### src/rtl/snow_render_if.sv
// Purpose: pixel-stream bundle between the display timing generator and snow_render.
// Latency: none; this is wiring only.
// Backpressure: none; the pixel stream free-runs on the pixel clock.
// Ports:
//   timing side -> renderer : sx, sy, de_in, hsync_in, vsync_in, pause
//   renderer -> display     : r, g, b, de_out, hsync_out, vsync_out, busy
interface snow_render_if;
  logic [9:0] sx;
  logic [9:0] sy;
  logic       de_in;
  logic       hsync_in;
  logic       vsync_in;
  logic       pause;
  logic [3:0] r;
  logic [3:0] g;
  logic [3:0] b;
  logic       de_out;
  logic       hsync_out;
  logic       vsync_out;
  logic       busy;

  // master: whoever generates timing and consumes pixels (timing generator / bench)
  modport master (
    output sx, sy, de_in, hsync_in, vsync_in, pause,
    input  r, g, b, de_out, hsync_out, vsync_out, busy
  );

  // slave: the renderer itself
  modport slave (
    input  sx, sy, de_in, hsync_in, vsync_in, pause,
    output r, g, b, de_out, hsync_out, vsync_out, busy
  );
endinterface

### src/rtl/snow_render.sv
// Purpose: draws FLAKES white square snowflakes over a dark-blue background,
//          moving them once per frame during vertical blanking.
// Latency: fixed 2 pixel clocks from sx/sy/de/syncs to rgb/de_out/syncs.
// Backpressure: none; the pixel stream cannot be stalled.
// Ports:
//   clk_pix  pixel clock
//   rst_pix  synchronous active-high reset
//   px       snow_render_if.slave: timing inputs, pause, rgb/sync outputs, busy
module snow_render #(
  parameter int          FLAKES     = 8,
  parameter int          FLAKE_SIZE = 4,
  parameter int          H_RES      = 640,
  parameter int          V_RES      = 480,
  parameter logic [15:0] LFSR_SEED  = 16'hACE1
) (
  input logic          clk_pix,
  input logic          rst_pix,
  snow_render_if.slave px
);

  localparam int          IW     = (FLAKES > 1) ? $clog2(FLAKES) : 1;
  localparam int          H_STEP = H_RES / FLAKES;
  localparam int          V_STEP = V_RES / FLAKES;
  localparam logic [IW-1:0] LAST = IW'(FLAKES - 1);

  typedef enum logic {IDLE, UPDATE} state_t;

  state_t        state;
  state_t        state_nx;
  logic [IW-1:0] idx;
  logic [15:0]   lfsr;
  logic [15:0]   lfsr_step;

  logic [9:0] fx [FLAKES];
  logic [9:0] fy [FLAKES];
  logic [1:0] fs [FLAKES];

  // ---------------- pixel pipe ----------------
  logic hit;
  logic s1_de, s1_hs, s1_vs, s1_hit;

  // Compares are widened to 11 bits so x+FLAKE_SIZE never wraps near 1023.
  always_comb begin
    hit = 1'b0;
    for (int i = 0; i < FLAKES; i++) begin
      if ({1'b0, px.sx} >= {1'b0, fx[i]} &&
          {1'b0, px.sx} <  {1'b0, fx[i]} + 11'(FLAKE_SIZE) &&
          {1'b0, px.sy} >= {1'b0, fy[i]} &&
          {1'b0, px.sy} <  {1'b0, fy[i]} + 11'(FLAKE_SIZE))
        hit = 1'b1;
    end
  end

  always_ff @(posedge clk_pix) begin
    if (rst_pix) begin
      s1_de        <= 1'b0;
      s1_hs        <= 1'b1;
      s1_vs        <= 1'b1;
      s1_hit       <= 1'b0;
      px.de_out    <= 1'b0;
      px.hsync_out <= 1'b1;
      px.vsync_out <= 1'b1;
      px.r         <= 4'h0;
      px.g         <= 4'h0;
      px.b         <= 4'h0;
    end else begin
      s1_de        <= px.de_in;
      s1_hs        <= px.hsync_in;
      s1_vs        <= px.vsync_in;
      s1_hit       <= hit;
      px.de_out    <= s1_de;
      px.hsync_out <= s1_hs;
      px.vsync_out <= s1_vs;
      if (!s1_de) begin
        px.r <= 4'h0; px.g <= 4'h0; px.b <= 4'h0;
      end else if (s1_hit) begin
        px.r <= 4'hF; px.g <= 4'hF; px.b <= 4'hF;
      end else begin
        px.r <= 4'h0; px.g <= 4'h1; px.b <= 4'h4;
      end
    end
  end

  // ---------------- update FSM ----------------
  logic       trigger;
  logic [10:0] ny;
  logic [9:0]  c;
  logic [9:0]  cx;

  // First blanking line start; pause only matters at this instant.
  assign trigger = (px.sx == 10'd0) && (px.sy == 10'(V_RES)) && !px.pause;

  always_comb begin
    state_nx = state;
    case (state)
      IDLE:    if (trigger) state_nx = UPDATE;
      UPDATE:  if (idx == LAST) state_nx = IDLE;
      default: state_nx = IDLE;
    endcase
  end

  assign px.busy   = (state == UPDATE);
  assign lfsr_step = {1'b0, lfsr[15:1]} ^ (lfsr[0] ? 16'hB400 : 16'h0000);

  // Respawn column: fold values past the right edge back by 512 so the
  // whole flake stays on screen.
  assign ny = {1'b0, fy[idx]} + 11'(fs[idx]) + 11'd1;
  assign c  = lfsr[9:0];
  assign cx = (c > 10'(H_RES - FLAKE_SIZE)) ? c - 10'd512 : c;

  always_ff @(posedge clk_pix) begin
    if (rst_pix) begin
      state <= IDLE;
      idx   <= '0;
      lfsr  <= LFSR_SEED;
      for (int i = 0; i < FLAKES; i++) begin
        fx[i] <= 10'(i * H_STEP);
        fy[i] <= 10'(i * V_STEP);
        fs[i] <= 2'(i);
      end
    end else begin
      state <= state_nx;
      if (state == UPDATE) begin
        lfsr <= lfsr_step;
        idx  <= (idx == LAST) ? '0 : IW'(idx + 1'b1);
        if (ny >= 11'(V_RES)) begin
          fy[idx] <= 10'd0;
          fs[idx] <= lfsr[11:10];
          fx[idx] <= cx;
        end else begin
          fy[idx] <= ny[9:0];
        end
      end
    end
  end

endmodule

### src/flat_wrapper.sv
// flat-port wrapper written by rule: the top's interface ports become plain ports
module snow_render_flat 
#(
  parameter int          FLAKES     = 8,
  parameter int          FLAKE_SIZE = 4,
  parameter int          H_RES      = 640,
  parameter int          V_RES      = 480,
  parameter logic [15:0] LFSR_SEED  = 16'hACE1
)
  (clk_pix, rst_pix, px_sx, px_sy, px_de_in, px_hsync_in, px_vsync_in, px_pause, px_r, px_g, px_b, px_de_out, px_hsync_out, px_vsync_out, px_busy);
  snow_render_if px_i ();
  input logic clk_pix;
  input logic rst_pix;
  input wire logic [$bits(px_i.sx)-1:0] px_sx;
  input wire logic [$bits(px_i.sy)-1:0] px_sy;
  input wire logic [$bits(px_i.de_in)-1:0] px_de_in;
  input wire logic [$bits(px_i.hsync_in)-1:0] px_hsync_in;
  input wire logic [$bits(px_i.vsync_in)-1:0] px_vsync_in;
  input wire logic [$bits(px_i.pause)-1:0] px_pause;
  output wire logic [$bits(px_i.r)-1:0] px_r;
  output wire logic [$bits(px_i.g)-1:0] px_g;
  output wire logic [$bits(px_i.b)-1:0] px_b;
  output wire logic [$bits(px_i.de_out)-1:0] px_de_out;
  output wire logic [$bits(px_i.hsync_out)-1:0] px_hsync_out;
  output wire logic [$bits(px_i.vsync_out)-1:0] px_vsync_out;
  output wire logic [$bits(px_i.busy)-1:0] px_busy;
  assign px_i.sx = px_sx;
  assign px_i.sy = px_sy;
  assign px_i.de_in = px_de_in;
  assign px_i.hsync_in = px_hsync_in;
  assign px_i.vsync_in = px_vsync_in;
  assign px_i.pause = px_pause;
  assign px_r = px_i.r;
  assign px_g = px_i.g;
  assign px_b = px_i.b;
  assign px_de_out = px_i.de_out;
  assign px_hsync_out = px_i.hsync_out;
  assign px_vsync_out = px_i.vsync_out;
  assign px_busy = px_i.busy;
  snow_render #(.FLAKES(FLAKES), .FLAKE_SIZE(FLAKE_SIZE), .H_RES(H_RES), .V_RES(V_RES), .LFSR_SEED(LFSR_SEED)) u_core (.clk_pix(clk_pix), .rst_pix(rst_pix), .px(px_i));
endmodule
### config.mk
export PLATFORM = sky130hd
export DESIGN_NAME = snow_render_flat
export DESIGN_NICKNAME = d
export VERILOG_FILES = /design/src/rtl/snow_render_if.sv /design/src/rtl/snow_render.sv /design/src/flat_wrapper.sv
export SDC_FILE = /design/constraint.sdc
export NUM_CORES = 1
export LEC_CHECK = 0
export ABC_AREA = 1
export ABC_CLOCK_PERIOD_IN_PS = 3800
export BUFFER_PORTS_ARGS = -buffer_cell sky130_fd_sc_hd__buf_2
export CAP_MARGIN = 5
export CORE_MARGIN = 2
export CORE_UTILIZATION = 35
export DETAILED_ROUTE_END_ITERATION = 16
export HOLD_SLACK_MARGIN = 0.12
export PLACE_DENSITY_LB_ADDON = 0.2
export SLEW_MARGIN = 40
export SYNTH_ARGS = -nofsm -noshare
export SYNTH_HDL_FRONTEND = slang
export SYNTH_SLANG_ARGS = --single-unit
### constraint.sdc
create_clock -name clk_pix -period 3.8 [get_ports clk_pix]
set_input_delay 0.57 -clock clk_pix [delete_from_list [all_inputs] [get_ports clk_pix]]
set_output_delay 0.57 -clock clk_pix [all_outputs]
set_load 0.005 [all_outputs]
Yosys cells after proc, flatten, opt, wreduce, memory -nomap -nowiden --
Memories as Yosys holds them, arrays and structs flattened. A register that Yosys moved wholly into a read port is not among the register bits. Cells that the tools add are included.
Operators by class: add/subtract/negate cells 20, $mul 0, divide/modulo/power cells 0, order comparisons 34, equal/unequal tests 2, shifts and indexed selects 0, mux-type cells 41, bitwise gates (word level) 4, reductions and logical operators 32
Operators with widths (number):
- $add 10x3->11 const B | 16
- $lt 10x11->1 | 16
- $ge 10x10->1 | 16
- $mux 10 | 4
- $logic_and 1x1->1 | 26
- $mux 3 | 8
- $mux 1 | 23
- $reduce_or 10->1 | 2
- $mux 16 | 1
- $xor 15x16->16 | 1
- $mux 4 | 3
- $add 10x2->11 | 1
- $add 11x1->11 const B | 1
- $ge 11x9->1 const B | 1
- $eq 10x9->1 const B | 1
- $gt 10x10->1 const B | 1
- $logic_not 10->1 | 1
- $sub 10x10->10 const B | 1
- $reduce_or 2->1 | 2
- $add 3x1->3 const B | 1
- $eq 3x3->1 const B | 1
- $mux 2 | 1
- $not 1->1 | 2
- $pmux 1 s2 | 1
- 2 further kinds | 2
Storage, ports and cells: bits in registers 39, bits in latches 0, bits in writable memories 176, memory bits (read-only) 0, memories 3
Memories:
- u_core.fx | depth 8, width 10, rd ports 8, clocked after Yosys merged registers in 0, write ports 8, line snow_render.sv:34 | logic [9:0] fx [FLAKES];
- u_core.fy | depth 8, width 10, rd ports 9, clocked after Yosys merged registers in 1, write ports 8, line snow_render.sv:35 | logic [9:0] fy [FLAKES];
- u_core.fs | depth 8, width 2, rd ports 1, clocked after Yosys merged registers in 1, write ports 8, line snow_render.sv:36 | logic [1:0] fs [FLAKES];

Logic depth before layout (Yosys ltp) --
depth after elaboration 13, mapped depth 22, depth with buffers taken out 19

Least setup slack after synthesis --
Ideal clock, no wire load.
kind reg-to-reg, start point register (tool-made name), end point memory u_core.fs[2][0], enable pin, library setup time 0.350 ns, arrival time 3.475 ns, setup slack -0.025 ns, cell stages (with the launch flop) 21, buffers on the path 4, path through dfxtp_1 > clkbuf_1 > buf_2 > clkbuf_1 > o21ai_0 > o221ai_1 > o21ai_0 > ha_1 > fa_1 > inv_1 > nand3_1 > nor2_2 > nand2_1 > nand2_1 > nand2_1 > nor2_2 > nand3_4 > nand2_4 > buf_6 > nand2_4 > nand2_1
RTL lines (line):
- end, declared | snow_render.sv:36

==> flow_summary.rst <==
.. list-table::
   :header-rows: 1

   * - Metric
     - Value
   * - Run status
     - finished clean
   * - Type of element launching the critical path
     - flip-flop
   * - Sequential cell area
     - 0.005927 mm²
   * - Total vias in the final route
     - 14,861
   * - DRC violation count after routing
     - 0
   * - EDFF count, synth
     - 176
   * - Final setup TNS
     - 0 ns
   * - Post-synth top cells
     - sky130_fd_sc_hd__nand2_1 (368), sky130_fd_sc_hd__ha_1 (308), sky130_fd_sc_hd__nor2_1 (264)
   * - Most heavily used metal layer in global routing
     - met2
   * - Final Hold Violating Endpoints
     - 0
   * - Synthesis-to-layout area growth
     - 12.41%
   * - Iteration-0 DRC count of the detailed router
     - 977
   * - Clock Skews
     - 0.02082 ns
   * - Synth top area cells
     - sky130_fd_sc_hd__edfxtp_1 (30%), sky130_fd_sc_hd__ha_1 (22%), sky130_fd_sc_hd__nand2_1 (7.9%)
   * - Worst-Skew Late Latency
     - 0.55 ns
   * - Number of input and output port buffers inserted
     - 41
   * - Crit path largest cell delay
     - 0.45 ns
   * - Headroom to the max-slew limit
     - 0.5402
   * - Largest net degree at the start of global routing
     - 29
   * - Max Clk Rate
     - 282.6 MHz
   * - Num ports
     - 42
   * - Time the final worst path needs with I/O delays and setup
     - 3.539 ns
   * - Number of global-route vias before repair
     - 14,376
   * - Critical path peak fanout
     - 27
   * - Post-Synthesis Cell Area
     - 0.01749 mm²
   * - Slew at the pin with the worst max-slew slack
     - 0.6877 ns
   * - Util after Layout
     - 0.4000
   * - Number of standard-cell rows in the floorplan
     - 81
   * - CTS Buffer Depth
     - 3
   * - Y dimension of the die
     - 227.5 µm
   * - Max_cap viols
     - 0
   * - Total power density per cell area
     - 302.2 mW/mm²
   * - Primary flip-flop cell chosen by synthesis mapping
     - sky130_fd_sc_hd__edfxtp_1
   * - Synthesized area divided by synthesized cell count
     - 8.169 µm²
   * - Number of synthesized register bits
     - 208
   * - Max Slew Vio Count
     - 0
   * - Setup violation total in the final timing report
     - 0
   * - Die area
     - 0.05177 mm²
   * - Cell variety after synth
     - 40
   * - Met1 track demand over resource in global routing
     - 0.2747
   * - Wirelength per Cell
     - 18.24 µm
   * - Worst path arrival time
     - 3.81 ns
   * - CP Class
     - reg -> reg
   * - Die X
     - 227.5 µm
   * - Register clock-pin slew on the reported worst setup and hold paths
     - 0.06 ns
   * - H-Tree Depth
     - 1
   * - Cell area after placement
     - 0.01878 mm²
   * - Routability cong.
     - 0.8986
   * - Share of cells above drive strength 1
     - 0.07168
   * - TritonCTS clock tree
     - done
   * - Ys async rst share
     - 0
   * - Detailed-routing iteration count for the pre-antenna-repair pass
     - 5
   * - Lkg Pwr
     - 9.019 nW
   * - Wire length of the first global-routing pass
     - 81.19 mm
   * - Final ANT Viol Nets
     - 0
   * - Post-cts repair resize count
     - 0
   * - Endpoint kind of the worst setup timing path
     - flip-flop
   * - Multi-input logic area
     - 0.01034 mm²
   * - Setup bufs post-CTS
     - 0
   * - Area fraction of the dominant cell type after synthesis
     - 0.3022
   * - Root Buffer
     - sky130_fd_sc_hd__clkbuf_16
   * - Synthesized instance count
     - 2,141
   * - Total half-perimeter wirelength after legalization and detailed placement
     - 40.31 mm
   * - Cts-stage hold buffer count
     - 0
   * - Global route overflow
     - 0
   * - RSZ-0062 raised after global routing
     - no
   * - Total wire length
     - 53.07 mm
   * - Overall track demand over capacity in global routing
     - 0.2066
   * - Synthesis Warnings
     - 0
   * - Cell area after layout
     - 0.01966 mm²
   * - Period utilization
     - 0.9313
   * - Met2 global-route usage
     - 0.3549
   * - Initial antenna violation count
     - 0
   * - Cell with the most instances after synthesis
     - sky130_fd_sc_hd__nand2_1
   * - Data required, critical path
     - 4.07 ns
   * - Number of filler instances in the final layout
     - 4,997
   * - Slowest library cell on the worst path
     - sky130_fd_sc_hd__dfxtp_1
   * - Sequential area share after synthesis
     - 0.3388
   * - Ratio of routed vias to standard cells
     - 5.107
   * - Count of antenna diodes in the layout
     - 0
   * - Starting Density
     - 0.3558
   * - Cell type contributing the most total cell area after synthesis
     - sky130_fd_sc_hd__edfxtp_1
   * - Area of the core
     - 0.04915 mm²
   * - Net count reported at finish
     - 2,562
   * - Cells along the critical path
     - buf_12, o21ai_0, o221ai_1, o21ai_0, ha_1, fa_1, inv_1, nand3_1, nor2_2, buf_4, nand3_1, nand2_1, nor2_2, nand3_4, nand2_8, buf_4, nand2_2, buf_4, nor2_1
   * - Total CTS buffers
     - 25
   * - Most used cell, CP
     - sky130_fd_sc_hd__buf_4
   * - Met3 usage
     - 0.02026
   * - Clock sink count
     - 208
   * - Worst min-delay path category
     - in -> reg
   * - Maximum ir drop on the vdd rail
     - 0.2715 mV
power breakdown:
part	internal (W)	total [W]	switching, W
sequential	0.00252	0.00256	0.0000439
clock	0.00150	0.00250	0.00100
combinational	0.000312	0.000876	0.000565
worst paths after layout:
kind,from,endpoint,slack (ns),depth (start not counted)
setup / recovery,flip-flop,u_core.fx[0][5],0.26,19
hold reg to reg,u_core.s1_vs,u_core.px.vsync_out,0.41,1
hold / removal,px_hsync_in,u_core.s1_hs,0.21,2
setup reg to reg,flip-flop,u_core.fx[0][5],0.26,19
layer usage:
metal	wire length, µm	vias up
li1	-	7455
met1	24210	7024
met2	24960	312
met3	2493	70
met4	1411	0
met5	0	-
worst max-delay path, delay by kind of cell, from the launching register on:
family,cells,cell delay (ns)
simple gates,9,0.89
flops,1,0.45
buf+inv,5,0.78
compound gates,3,0.46
fa+ha+maj,2,0.66
flip-flops by register name, indices dropped and copies added (netlist names), 2 cells and up, named ones only:
| name | cells |
|---|---|
| u_core.fx | 80 |
| u_core.fy | 80 |
| u_core.fs | 16 |
| u_core.lfsr | 16 |
| u_core.idx | 3 |
| u_core.px.b | 2 |
cells by family (layout without fill, tap and decap cells):
kind of cell,after synthesis,in the layout,synth area share
AO/OA/AOI/OAI,283,283,0.08943
flip-flops,208,208,0.3388
buffers and inverters,321,419,0.07290
AND/OR/NAND/NOR,919,919,0.2271
adder cells (fa/ha/maj),309,309,0.2215
other,1,8,0.0002144
XOR/XNOR,100,100,0.05008
per-stage QoR:
step                setup WS, ns  hold slack [ns]  instances  power, W
floorplan                0.04549           0.3895       2148  0.003160
global placement          0.1983           0.3949       2864  0.003458
detailed placement       0.09216           0.3923       2864  0.003485
CTS                      0.05261           0.1803       2910  0.005996
global route             0.02980           0.1933       2910  0.006200
finish                    0.2611           0.2053       2910  0.005940
cell type report:
cell class              instances  share of cell area
clock buffers                  31             0.03507
clock inverters                15            0.008464
inverters                     275             0.05263
multi-input cells            1619              0.5260
flip-flops and latches        208              0.3015
well taps                     664             0.04226
repair buffers                 98             0.03411
layout by cell type, fill, tap and decap left out, types with 8 or more instances in the layout:
| cell type | count |
|---|---|
| sky130_fd_sc_hd__nand2_1 | 363 |
| sky130_fd_sc_hd__ha_1 | 308 |
| sky130_fd_sc_hd__nor2_1 | 264 |
| sky130_fd_sc_hd__inv_1 | 261 |
| sky130_fd_sc_hd__edfxtp_1 | 176 |
| sky130_fd_sc_hd__a21oi_1 | 150 |
| sky130_fd_sc_hd__nand3_1 | 150 |
| sky130_fd_sc_hd__xor2_1 | 83 |
| sky130_fd_sc_hd__o21ai_0 | 74 |
| sky130_fd_sc_hd__buf_4 | 54 |
| sky130_fd_sc_hd__nor3_1 | 47 |
| sky130_fd_sc_hd__nand4_1 | 46 |
| sky130_fd_sc_hd__buf_2 | 41 |
| sky130_fd_sc_hd__dfxtp_1 | 31 |
| sky130_fd_sc_hd__clkbuf_16 | 26 |
| sky130_fd_sc_hd__xnor2_1 | 17 |
| sky130_fd_sc_hd__clkinv_1 | 15 |
| sky130_fd_sc_hd__nand3b_1 | 15 |
| sky130_fd_sc_hd__o21a_1 | 15 |
| sky130_fd_sc_hd__nor4_1 | 14 |
| sky130_fd_sc_hd__o21bai_1 | 13 |
| sky130_fd_sc_hd__conb_1 | 8 |
Power figures use the tool's default switching activity.
